**config.mk**
```make
export PLATFORM = sky130hd
export DESIGN_NAME = modexp_sequencer_flat
export DESIGN_NICKNAME = d
export VERILOG_FILES = /design/src/rtl/modexp_sequencer_if.sv /design/src/rtl/modexp_sequencer.sv /design/src/flat_wrapper.sv
export SDC_FILE = /design/constraint.sdc
export NUM_CORES = 2
export LEC_CHECK = 0
export BUFFER_PORTS_ARGS = -buffer_cell sky130_fd_sc_hd__buf_4
export CELL_PAD_IN_SITES_DETAIL_PLACEMENT = 0
export CELL_PAD_IN_SITES_GLOBAL_PLACEMENT = 1
export CORE_AREA = 2 2 398 400
export CTS_CLUSTER_SIZE = 8
export DETAILED_ROUTE_END_ITERATION = 8
export DIE_AREA = 0 0 400 402
export PLACE_DENSITY = 0.58
export SETUP_SLACK_MARGIN = 0.15
export SYNTH_ARGS = -nofsm -noshare
export SYNTH_HDL_FRONTEND = slang
export SYNTH_SLANG_ARGS = --single-unit
```
**constraint.sdc**
```tcl
create_clock -name clk -period 2.5 [get_ports clk]
set_input_delay 0.375 -clock clk [delete_from_list [all_inputs] [get_ports clk]]
set_output_delay 0.375 -clock clk [all_outputs]
set_load 0.005 [all_outputs]
```
**src/rtl/modexp_sequencer_if.sv**
```systemverilog
// rtl/modexp_sequencer_if.sv - multiplier bus between modexp_sequencer and one modular multiplier
// Purpose: bundles the launch, operand and result signals of a single interleaved
//          modular multiplier so the sequencer and the multiplier share one port.
// Signals:
//   mul_reset   sequencer -> multiplier  1 = hold/restart; release starts a product
//   mul_a       sequencer -> multiplier  operand a (bit-scanned operand)
//   mul_b       sequencer -> multiplier  operand b, always < mul_n when launched
//   mul_n       sequencer -> multiplier  modulus
//   mul_ready   multiplier -> sequencer  product available
//   mul_result  multiplier -> sequencer  a*b mod n, valid while mul_ready==1
interface modexp_sequencer_if #(
  parameter int WIDTH = 128
);
  logic             mul_reset;
  logic [WIDTH-1:0] mul_a;
  logic [WIDTH-1:0] mul_b;
  logic [WIDTH-1:0] mul_n;
  logic             mul_ready;
  logic [WIDTH-1:0] mul_result;

  modport master (
    output mul_reset, mul_a, mul_b, mul_n,
    input  mul_ready, mul_result
  );

  modport slave (
    input  mul_reset, mul_a, mul_b, mul_n,
    output mul_ready, mul_result
  );
endinterface

```
**src/rtl/modexp_sequencer.sv**
```systemverilog
// rtl/modexp_sequencer.sv - left-to-right square-and-multiply sequencer for base^exponent mod modulus
// Purpose: drives one external modular multiplier through REDUCE / SQ / MUL products.
// Ports:
//   clk, reset      clock; synchronous active-high reset
//   start           request, sampled only when idle; base/exponent/modulus captured same cycle
//   base/exponent/modulus  operands; modulus must be nonzero with top three bits clear
//   busy            high from the cycle after an accepted start through the done cycle
//   done            one-cycle pulse when result/err are valid
//   err, result     held until next accepted start; result is 0 when err
//   mul             multiplier bus (master side)
module modexp_sequencer #(
  parameter int WIDTH       = 128,
  parameter int MUL_TIMEOUT = 600
) (
  input  logic                      clk,
  input  logic                      reset,
  input  logic                      start,
  input  logic [WIDTH-1:0]          base,
  input  logic [WIDTH-1:0]          exponent,
  input  logic [WIDTH-1:0]          modulus,
  output logic                      busy,
  output logic                      done,
  output logic                      err,
  output logic [WIDTH-1:0]          result,
  modexp_sequencer_if.master        mul
);
  localparam int IW = $clog2(WIDTH);
  localparam int CW = $clog2(MUL_TIMEOUT + 1);

  typedef enum logic [2:0] {
    S_IDLE, S_CHECK, S_FIND, S_LAUNCH, S_WAIT, S_NEXT, S_DONE
  } state_e;

  // Which product the shared LAUNCH/WAIT pair is currently running.
  typedef enum logic [1:0] {OP_RED, OP_SQ, OP_MUL} op_e;

  state_e           state_q, state_d;
  op_e              op_q, op_d;
  logic [WIDTH-1:0] base_q, base_d;
  logic [WIDTH-1:0] exp_q, exp_d;
  logic [WIDTH-1:0] mod_q, mod_d;
  logic [WIDTH-1:0] acc_q, acc_d;
  logic [WIDTH-1:0] base_r_q, base_r_d;
  logic [WIDTH-1:0] result_q, result_d;
  logic [IW-1:0]    idx_q, idx_d;
  logic [CW-1:0]    cnt_q, cnt_d;
  logic             err_q, err_d;
  logic [WIDTH-1:0] mul_a_c, mul_b_c;

  always_ff @(posedge clk) begin
    if (reset) begin
      state_q  <= S_IDLE;
      op_q     <= OP_RED;
      base_q   <= '0;
      exp_q    <= '0;
      mod_q    <= '0;
      acc_q    <= '0;
      base_r_q <= '0;
      result_q <= '0;
      idx_q    <= '0;
      cnt_q    <= '0;
      err_q    <= 1'b0;
    end else begin
      state_q  <= state_d;
      op_q     <= op_d;
      base_q   <= base_d;
      exp_q    <= exp_d;
      mod_q    <= mod_d;
      acc_q    <= acc_d;
      base_r_q <= base_r_d;
      result_q <= result_d;
      idx_q    <= idx_d;
      cnt_q    <= cnt_d;
      err_q    <= err_d;
    end
  end

  always_comb begin
    state_d  = state_q;
    op_d     = op_q;
    base_d   = base_q;
    exp_d    = exp_q;
    mod_d    = mod_q;
    acc_d    = acc_q;
    base_r_d = base_r_q;
    result_d = result_q;
    idx_d    = idx_q;
    cnt_d    = cnt_q;
    err_d    = err_q;
    case (state_q)
      S_IDLE: begin
        if (start) begin
          base_d   = base;
          exp_d    = exponent;
          mod_d    = modulus;
          err_d    = 1'b0;
          result_d = '0;
          state_d  = S_CHECK;
        end
      end
      S_CHECK: begin
        // Top three modulus bits must be clear so the multiplier's running sum cannot overflow.
        if (mod_q == '0 || mod_q[WIDTH-1 -: 3] != 3'b000) begin
          err_d    = 1'b1;
          result_d = '0;
          state_d  = S_DONE;
        end else if (mod_q == WIDTH'(1)) begin
          result_d = '0;
          state_d  = S_DONE;
        end else begin
          idx_d   = IW'(WIDTH - 1);
          acc_d   = WIDTH'(1);
          state_d = S_FIND;
        end
      end
      S_FIND: begin
        if (exp_q[idx_q]) begin
          op_d    = OP_RED;
          state_d = S_LAUNCH;
        end else if (idx_q == '0) begin
          result_d = WIDTH'(1);
          state_d  = S_DONE;
        end else begin
          idx_d = idx_q - IW'(1);
        end
      end
      S_LAUNCH: begin
        cnt_d   = '0;
        state_d = S_WAIT;
      end
      S_WAIT: begin
        // Ready in the first WAIT cycle may be stale from before the restart, so it is skipped.
        if (mul.mul_ready && cnt_q != '0) begin
          case (op_q)
            OP_RED: begin
              base_r_d = mul.mul_result;
              op_d     = OP_SQ;
              state_d  = S_LAUNCH;
            end
            OP_SQ: begin
              acc_d = mul.mul_result;
              if (exp_q[idx_q]) begin
                op_d    = OP_MUL;
                state_d = S_LAUNCH;
              end else begin
                state_d = S_NEXT;
              end
            end
            default: begin
              acc_d   = mul.mul_result;
              state_d = S_NEXT;
            end
          endcase
        end else if (cnt_q == CW'(MUL_TIMEOUT)) begin
          err_d    = 1'b1;
          result_d = '0;
          state_d  = S_DONE;
        end else begin
          cnt_d = cnt_q + CW'(1);
        end
      end
      S_NEXT: begin
        if (idx_q == '0) begin
          result_d = acc_q;
          state_d  = S_DONE;
        end else begin
          idx_d   = idx_q - IW'(1);
          op_d    = OP_SQ;
          state_d = S_LAUNCH;
        end
      end
      S_DONE:  state_d = S_IDLE;
      default: state_d = S_IDLE;
    endcase
  end

  // Operands are a pure function of the active product so they stay constant through WAIT.
  always_comb begin
    mul_a_c = '0;
    mul_b_c = '0;
    if (state_q == S_LAUNCH || state_q == S_WAIT) begin
      case (op_q)
        OP_RED: begin
          mul_a_c = base_q;
          mul_b_c = WIDTH'(1);
        end
        OP_SQ: begin
          mul_a_c = acc_q;
          mul_b_c = acc_q;
        end
        default: begin
          mul_a_c = acc_q;
          mul_b_c = base_r_q;
        end
      endcase
    end
  end

  assign busy           = (state_q != S_IDLE);
  assign done           = (state_q == S_DONE);
  assign err            = err_q;
  assign result         = result_q;
  assign mul.mul_reset  = (state_q != S_WAIT);
  assign mul.mul_a      = mul_a_c;
  assign mul.mul_b      = mul_b_c;
  assign mul.mul_n      = busy ? mod_q : '0;
endmodule

```
**src/flat_wrapper.sv**
```systemverilog
// flat-port wrapper written by rule: the top's interface ports become plain ports
module modexp_sequencer_flat 
#(
  parameter int WIDTH       = 128,
  parameter int MUL_TIMEOUT = 600
)
  (clk, reset, start, base, exponent, modulus, busy, done, err, result, mul_mul_reset, mul_mul_a, mul_mul_b, mul_mul_n, mul_mul_ready, mul_mul_result);
  modexp_sequencer_if #(.WIDTH(WIDTH)) mul_i ();
  input  logic clk;
  input  logic reset;
  input  logic start;
  input  logic [WIDTH-1:0] base;
  input  logic [WIDTH-1:0] exponent;
  input  logic [WIDTH-1:0] modulus;
  output logic busy;
  output logic done;
  output logic err;
  output logic [WIDTH-1:0] result;
  output wire logic [$bits(mul_i.mul_reset)-1:0] mul_mul_reset;
  output wire logic [$bits(mul_i.mul_a)-1:0] mul_mul_a;
  output wire logic [$bits(mul_i.mul_b)-1:0] mul_mul_b;
  output wire logic [$bits(mul_i.mul_n)-1:0] mul_mul_n;
  input wire logic [$bits(mul_i.mul_ready)-1:0] mul_mul_ready;
  input wire logic [$bits(mul_i.mul_result)-1:0] mul_mul_result;
  assign mul_mul_reset = mul_i.mul_reset;
  assign mul_mul_a = mul_i.mul_a;
  assign mul_mul_b = mul_i.mul_b;
  assign mul_mul_n = mul_i.mul_n;
  assign mul_i.mul_ready = mul_mul_ready;
  assign mul_i.mul_result = mul_mul_result;
  modexp_sequencer #(.WIDTH(WIDTH), .MUL_TIMEOUT(MUL_TIMEOUT)) u_core (.clk(clk), .reset(reset), .start(start), .base(base), .exponent(exponent), .modulus(modulus), .busy(busy), .done(done), .err(err), .result(result), .mul(mul_i));
endmodule
```
== After elaboration in Yosys (flattened, before gate mapping) ==
Cells that the tools add are included.
Cells by class
  add/subtract/negate cells: 2
  reduce and logical (&&, ||, !) cells: 25
  magnitude comparators: 1
  equality and inequality tests: 29
  mux-type cells: 51
Operator list (number)
  two-way mux 128 bit: 16
  one-hot mux 128 bit (5 select lines): 1
  one-hot mux 128 bit (2 select lines): 2
  == test 128 x 1 -> 1 bit (second input constant): 1
  logical NOT 128 bit: 1
  two-way mux 7 bit: 4
  two-way mux 3 bit: 9
  one-hot mux 7 bit (3 select lines): 1
  two-way mux 10 bit: 2
  one-hot mux 10 bit (2 select lines): 1
  one-hot mux 3 bit (6 select lines): 1
  != test 2 bit (second input constant): 8
  nonzero test 3 bit: 5
  != test 2 x 1 -> 1 bit (second input constant): 6
  adder 10 x 1 -> 10 bit (second input constant): 1
  == test 10 bit (second input constant): 1
  AND reduction 5 bit: 2
  nonzero test 10 bit: 1
  == test 3 bit (second input constant): 3
  != test 3 x 1 -> 1 bit (second input constant): 3
  AND reduction 3 bit: 3
  less-than comparator 7 x 8 -> 1 bit (second input constant): 1
  two-way mux 2 bit: 4
  AND reduction 8 bit: 1
  other kinds (22): 30
Word-level totals
  output and inout port bits: 516
  bits of input ports: 516
  flip-flop bits (word level): 791
  word-level logic and storage cells: 119

== Longest topological paths before layout ==
  depth in word-level cells: 6
  mapped depth: 14
  gate-level depth less buffers: 10

== Worst setup path before layout ==
OpenSTA, ideal clock, no wires.
  path kind: reg2reg
  from: register u_core.idx_q[0]
  to: register u_core.result_q[10] (netlist: u_core.result[10])
  path buffers: 3
  arrival: 2552 ps
  stages on the path, launching flop included: 11
  setup slack: -179 ps
  library setup time: 128 ps
  required time: 2372 ps
  path through: dfxtp_1 > buf_4 > mux4_2 > a2111oi_0 > a211oi_2 > o32ai_4 > o211ai_2 > buf_4 > buf_6 > mux2i_1 > nor2_1
Between the ends
  longest elaborated chain between the ends: 4
  elaborated cells between the ends (all ways): 7
  classes of those cells: eq/ne: 3; mux: 2; reduce/logical: 2
RTL lines
  from (decl): RTL line modexp_sequencer.sv:45  | logic [IW-1:0] idx_q, idx_d;
  from (signal assigned): RTL line modexp_sequencer.sv:72  | idx_q <= idx_d;
  binary-select mux 1 bit (select 7 bit): RTL line modexp_sequencer.sv:117  | if (exp_q[idx_q]) begin
  two-way mux 1 bit (implied by the code): RTL line modexp_sequencer.sv:117
  != test 2 bit (no source line)
  AND reduction 8 bit (no source line) *
  to (signal assigned): RTL line modexp_sequencer.sv:71  | result_q <= result_d;
  to (decl): RTL line modexp_sequencer.sv:44  | logic [WIDTH-1:0] result_q, result_d;
Mark *: on every way between the ends. The rest lies on a longest branch, timed or not. The select of a mux whose other input is x is not followed.
A chain may end at the register's enable or synchronous reset.

== Worst setup path after layout ==
  from: register u_core.idx_q[0]
  to: register u_core.result_q[127] (netlist: u_core.result[127])
Same word-level chain as after synthesis.

==> results.yml <==
status:
  run_status: "finished with violations"
  violations: "setup timing"
critical_path:
  worstSetupPathType: "register to register"
  worst_path_largest_cell_delay_ps: 500
  path_delay_family: "multiplexers"
  worstPathMaxFanout: 6
  cp.arrival_ps: 3540
  critical_path_depth: 14
  worst-r2r-setup-slack_ps: -460
  worst-endpoint-required_ps: 3080
  worstRegToRegCells: 14
  critical_path.cell_chain: "buf_6 -> mux4_2 -> mux2_4 -> a21oi_2 -> a211oi_2 -> buf_4 -> o32ai_4 -> o211ai_4 -> buf_12 -> buf_8 -> buf_16 -> buf_6 -> mux2i_1 -> nor2_1"
  cpMostUsedCell: "sky130_fd_sc_hd__buf_6"
  timing.critical_path.slowest_stage_cell: "sky130_fd_sc_hd__mux4_2"
  timing.critical_path.from_type: "register"
  cp.buffers_inverters: 6
  critical_path.reg2reg.endpoint: "u_core.result[127]"
  cp-end-kind: "register"
  timing.rr.start: "u_core.idx_q[0]"
cells_and_area:
  layout-area-overhead-vs-synth_pct: 84.60
  design.final.nets: 6709
  most-common-layout-cells: "1301 x sky130_fd_sc_hd__nand2_1, 1003 x sky130_fd_sc_hd__buf_4, 779 x sky130_fd_sc_hd__dfxtp_1"
  final_layout_size_suffix_gt1_share_pct: 36.13
  layout_commonest_cell: "sky130_fd_sc_hd__nand2_1"
  final_cell_area_mm2: 0.06266
  finish.utilization_pct: 39.88
  final.fill_count: 15990
clock_tree:
  cts_made_buffers: 111
  cts_buffer_depth: 3
  clock_latency_reported_for_the_late_side_of_the_worst_skew_pair_ps: 750
  path_clk_slew_ps: 50
  clock_tree_from_tritoncts: "yes"
  cts_htree_levels: 3
  clk_root_buffer_cell: "sky130_fd_sc_hd__clkbuf_16"
  clkSinkCount: 791
sta:
  fin_crit_ps: 2957
  setup_viol: 658
  worst-slew-pin-transition_ps: 816.0
  final-max-slew-violation-count: 0
  maxSlewHeadroom_pct: 45.60
  final-hold-violation-count: 0
  postLayoutSetupSlackWorst_ps: -456.6
  final.setup_skew_ps: 80.17
  max_freq_ghz: 0.3382
  final.setup.tns_ps: -132410
  fin_crit_sh_pct: 118.3
  rsz0062_at_grt: "yes"
worst_hold_path:
  timing.hold.worst.class: "primary input to register"
  number_of_stages_on_the_worst_hold_path: 3
  hold_path_end: "u_core.exp_q[126]"
  timing.hold.worst.start: "exponent[126]"
placement:
  place_area_mm2: 0.04611
  place.port_buffers: 1031
  dp.final_hpwl_um: 134200
  gp_congestion: 0.9087
drt:
  vias_per_cell: 4.708
  wirelength_um: 197700
  dr.pass1.iters: 5
  post-route-drc-count: 0
  ant_nets: 0
  vias: 39060
  route.detailed.wl_per_inst_um: 23.83
  detailedRoute.firstIterationViolations: 2714
power_and_ir_drop:
  power_density_mw_per_mm2: 964.8
  cellLeakagePower_nw: 24.43
  vdd_ir_drop_max_mv: 0.7186
  fin_total_pwr_w: 0.06045
logic_synthesis:
  complex_gate_fraction_of_the_synthesized_area_pct: 16.73
  mappedNetlistNets: 4936
  post_synth_fa_ha_maj_area_fraction_pct: 0.1474
  synth-xor-area-share_pct: 0.1290
  synth_edf_count: 0
  synth_cell_type_count: 60
  post_synth_inst_count: 4416
  synth.cell_area_mm2: 0.03394
  muxShareOfSynthArea_pct: 5.986
  synth_seq_cells: 791
  yosysSeqAreaShare_pct: 46.65
  yosys.area_share.simple_pct: 25.43
  ys_dominant_reg_cell: "sky130_fd_sc_hd__dfxtp_1"
  combinational_family_with_the_most_area_after_synthesis: "simple AND/OR/NAND/NOR gates"
  share_of_synthesized_registers_carrying_an_async_set_or_reset_pct: 0
  synth_warnings: 0
  post_synthesis_area_per_instance_um2: 7.686
global_routing:
  antenna_violations_before_repair: 11
  grt_start_max_net_pins: 131
  grtUsageTotal_pct: 22.18
  number_of_global_route_vias_before_repair: 38040
  total_congestion_overflow: 0
  grt_first_pass_wirelength_um: 265500
floorplan:
  area_of_the_core_mm2: 0.1571
  ioPinCount: 1032
  num_rows: 146
  initial_utilization_pct: 21.61
  die-area_mm2: 0.1608
  die_h_um: 402
  die_width_um: 400
flow_run:
  cap_viol_max_count: 0
metal layers:
layer | track usage, % | wire length (um) | up-vias
li1 | - | - | 18380
met1 | 27.30 | 80710 | 18990
met2 | 38.31 | 97240 | 1374
met3 | 4.244 | 11790 | 314
met4 | 7.694 | 7927 | 0
met5 | 0 | 0 | -
synth_stat cells, drive strengths merged, types with 8 or more instances:
master	count	area share (%)
a211oi	9	0.21
a21oi	655	9.7
a22oi	254	5.6
a31oi	8	0.17
and3	131	2.4
buf	37	0.81
clkbuf	351	3.9
dfxtp	791	47
inv	19	0.21
mux2i	140	4.1
mux4	26	1.7
nand2	1305	14
nand4	13	0.24
nor2	409	4.5
nor2b	131	2.4
nor3	11	0.16
nor4	32	0.59
o21ai	13	0.19
timing repair:
action / CTS / global route
cloned: 21 / 48
hold endpoints to repair: 635 / 0
pin swaps: 63 / 206
setup endpoints to repair: 701 / 782
setup buffers: 52 / 62
gates resized for setup: 269 / 1065
hold buffers: 507 / 0
metrics by stage:
stage / instances / hold slack [ps] / setup WS (ps)
floorplan: 4416 / 433.1 / -24.30
global placement: 7458 / 439.8 / -711.6
detailed placement: 7458 / 443.3 / -684.9
CTS: 8170 / 7.444 / -478.7
global route: 8290 / 21.85 / -525.8
finish: 8295 / 47.31 / -456.6
power by group:
part / leakage (nW) / switching, W / internal (W) / total, W
Clock: 1.48 / 0.00603 / 0.00802 / 0.0141
Sequential: 6.43 / 0.000994 / 0.0139 / 0.0149
Combinational: 16.5 / 0.0166 / 0.0148 / 0.0315
Total: 24.4 / 0.0237 / 0.0368 / 0.0605
kinds of logic (layout without fill, tap and decap cells):
kind of cell | Yosys count | in the layout
flops | 791 | 791
simple gates | 2066 | 2066
mux | 170 | 170
xor+xnor | 5 | 5
other cells | 0 | 15
buf+inv | 409 | 2201
compound gates | 971 | 971
fa+ha+maj | 4 | 4
worst min-delay path, delay by kind of cell:
| family | cells | cell delay [ps] |
|---|---|---|
| buffers and inverters | 1 | 80 |
| AO/OA/AOI/OAI | 1 | 130 |
| AND/OR/NAND/NOR | 1 | 100 |
registers in the layout, summed over array words and instances (netlist names):
signal           flops
u_core.acc_q       128
u_core.base_q      128
u_core.base_r_q    128
u_core.cnt_q        10
u_core.err           1
u_core.exp_q       128
u_core.idx_q         7
u_core.mod_q       128
u_core.op_q          2
u_core.result      128
u_core.state_q       3
worst max path at each step:
stage	from	endpoint
after CTS	u_core.idx_q[0]	u_core.result[127]
after global placement	u_core.mod_q[104]	u_core.result[67]
after global routing	u_core.idx_q[0]	u_core.result[5]
after floorplan	u_core.idx_q[1]	u_core.result[121]
final	u_core.idx_q[0]	u_core.result[127]
after detailed placement	u_core.mod_q[104]	u_core.result[67]
cell type report:
class                           instances  area [um^2]  share of cell area [%]
Antenna cell                           15        37.54                 0.05991
Clock buffer                          124         2878                   4.593
Clock inverter                          8        172.7                  0.2756
Inverter                               21        78.83                  0.1258
Multi-Input combinational cell       3216        20250                   32.31
Sequential cell                       791        15870                   25.32
Tap cell                             2072         2592                   4.137
Timing Repair Buffer                 2048        20790                   33.17
(Power assumes the default switching activity.)
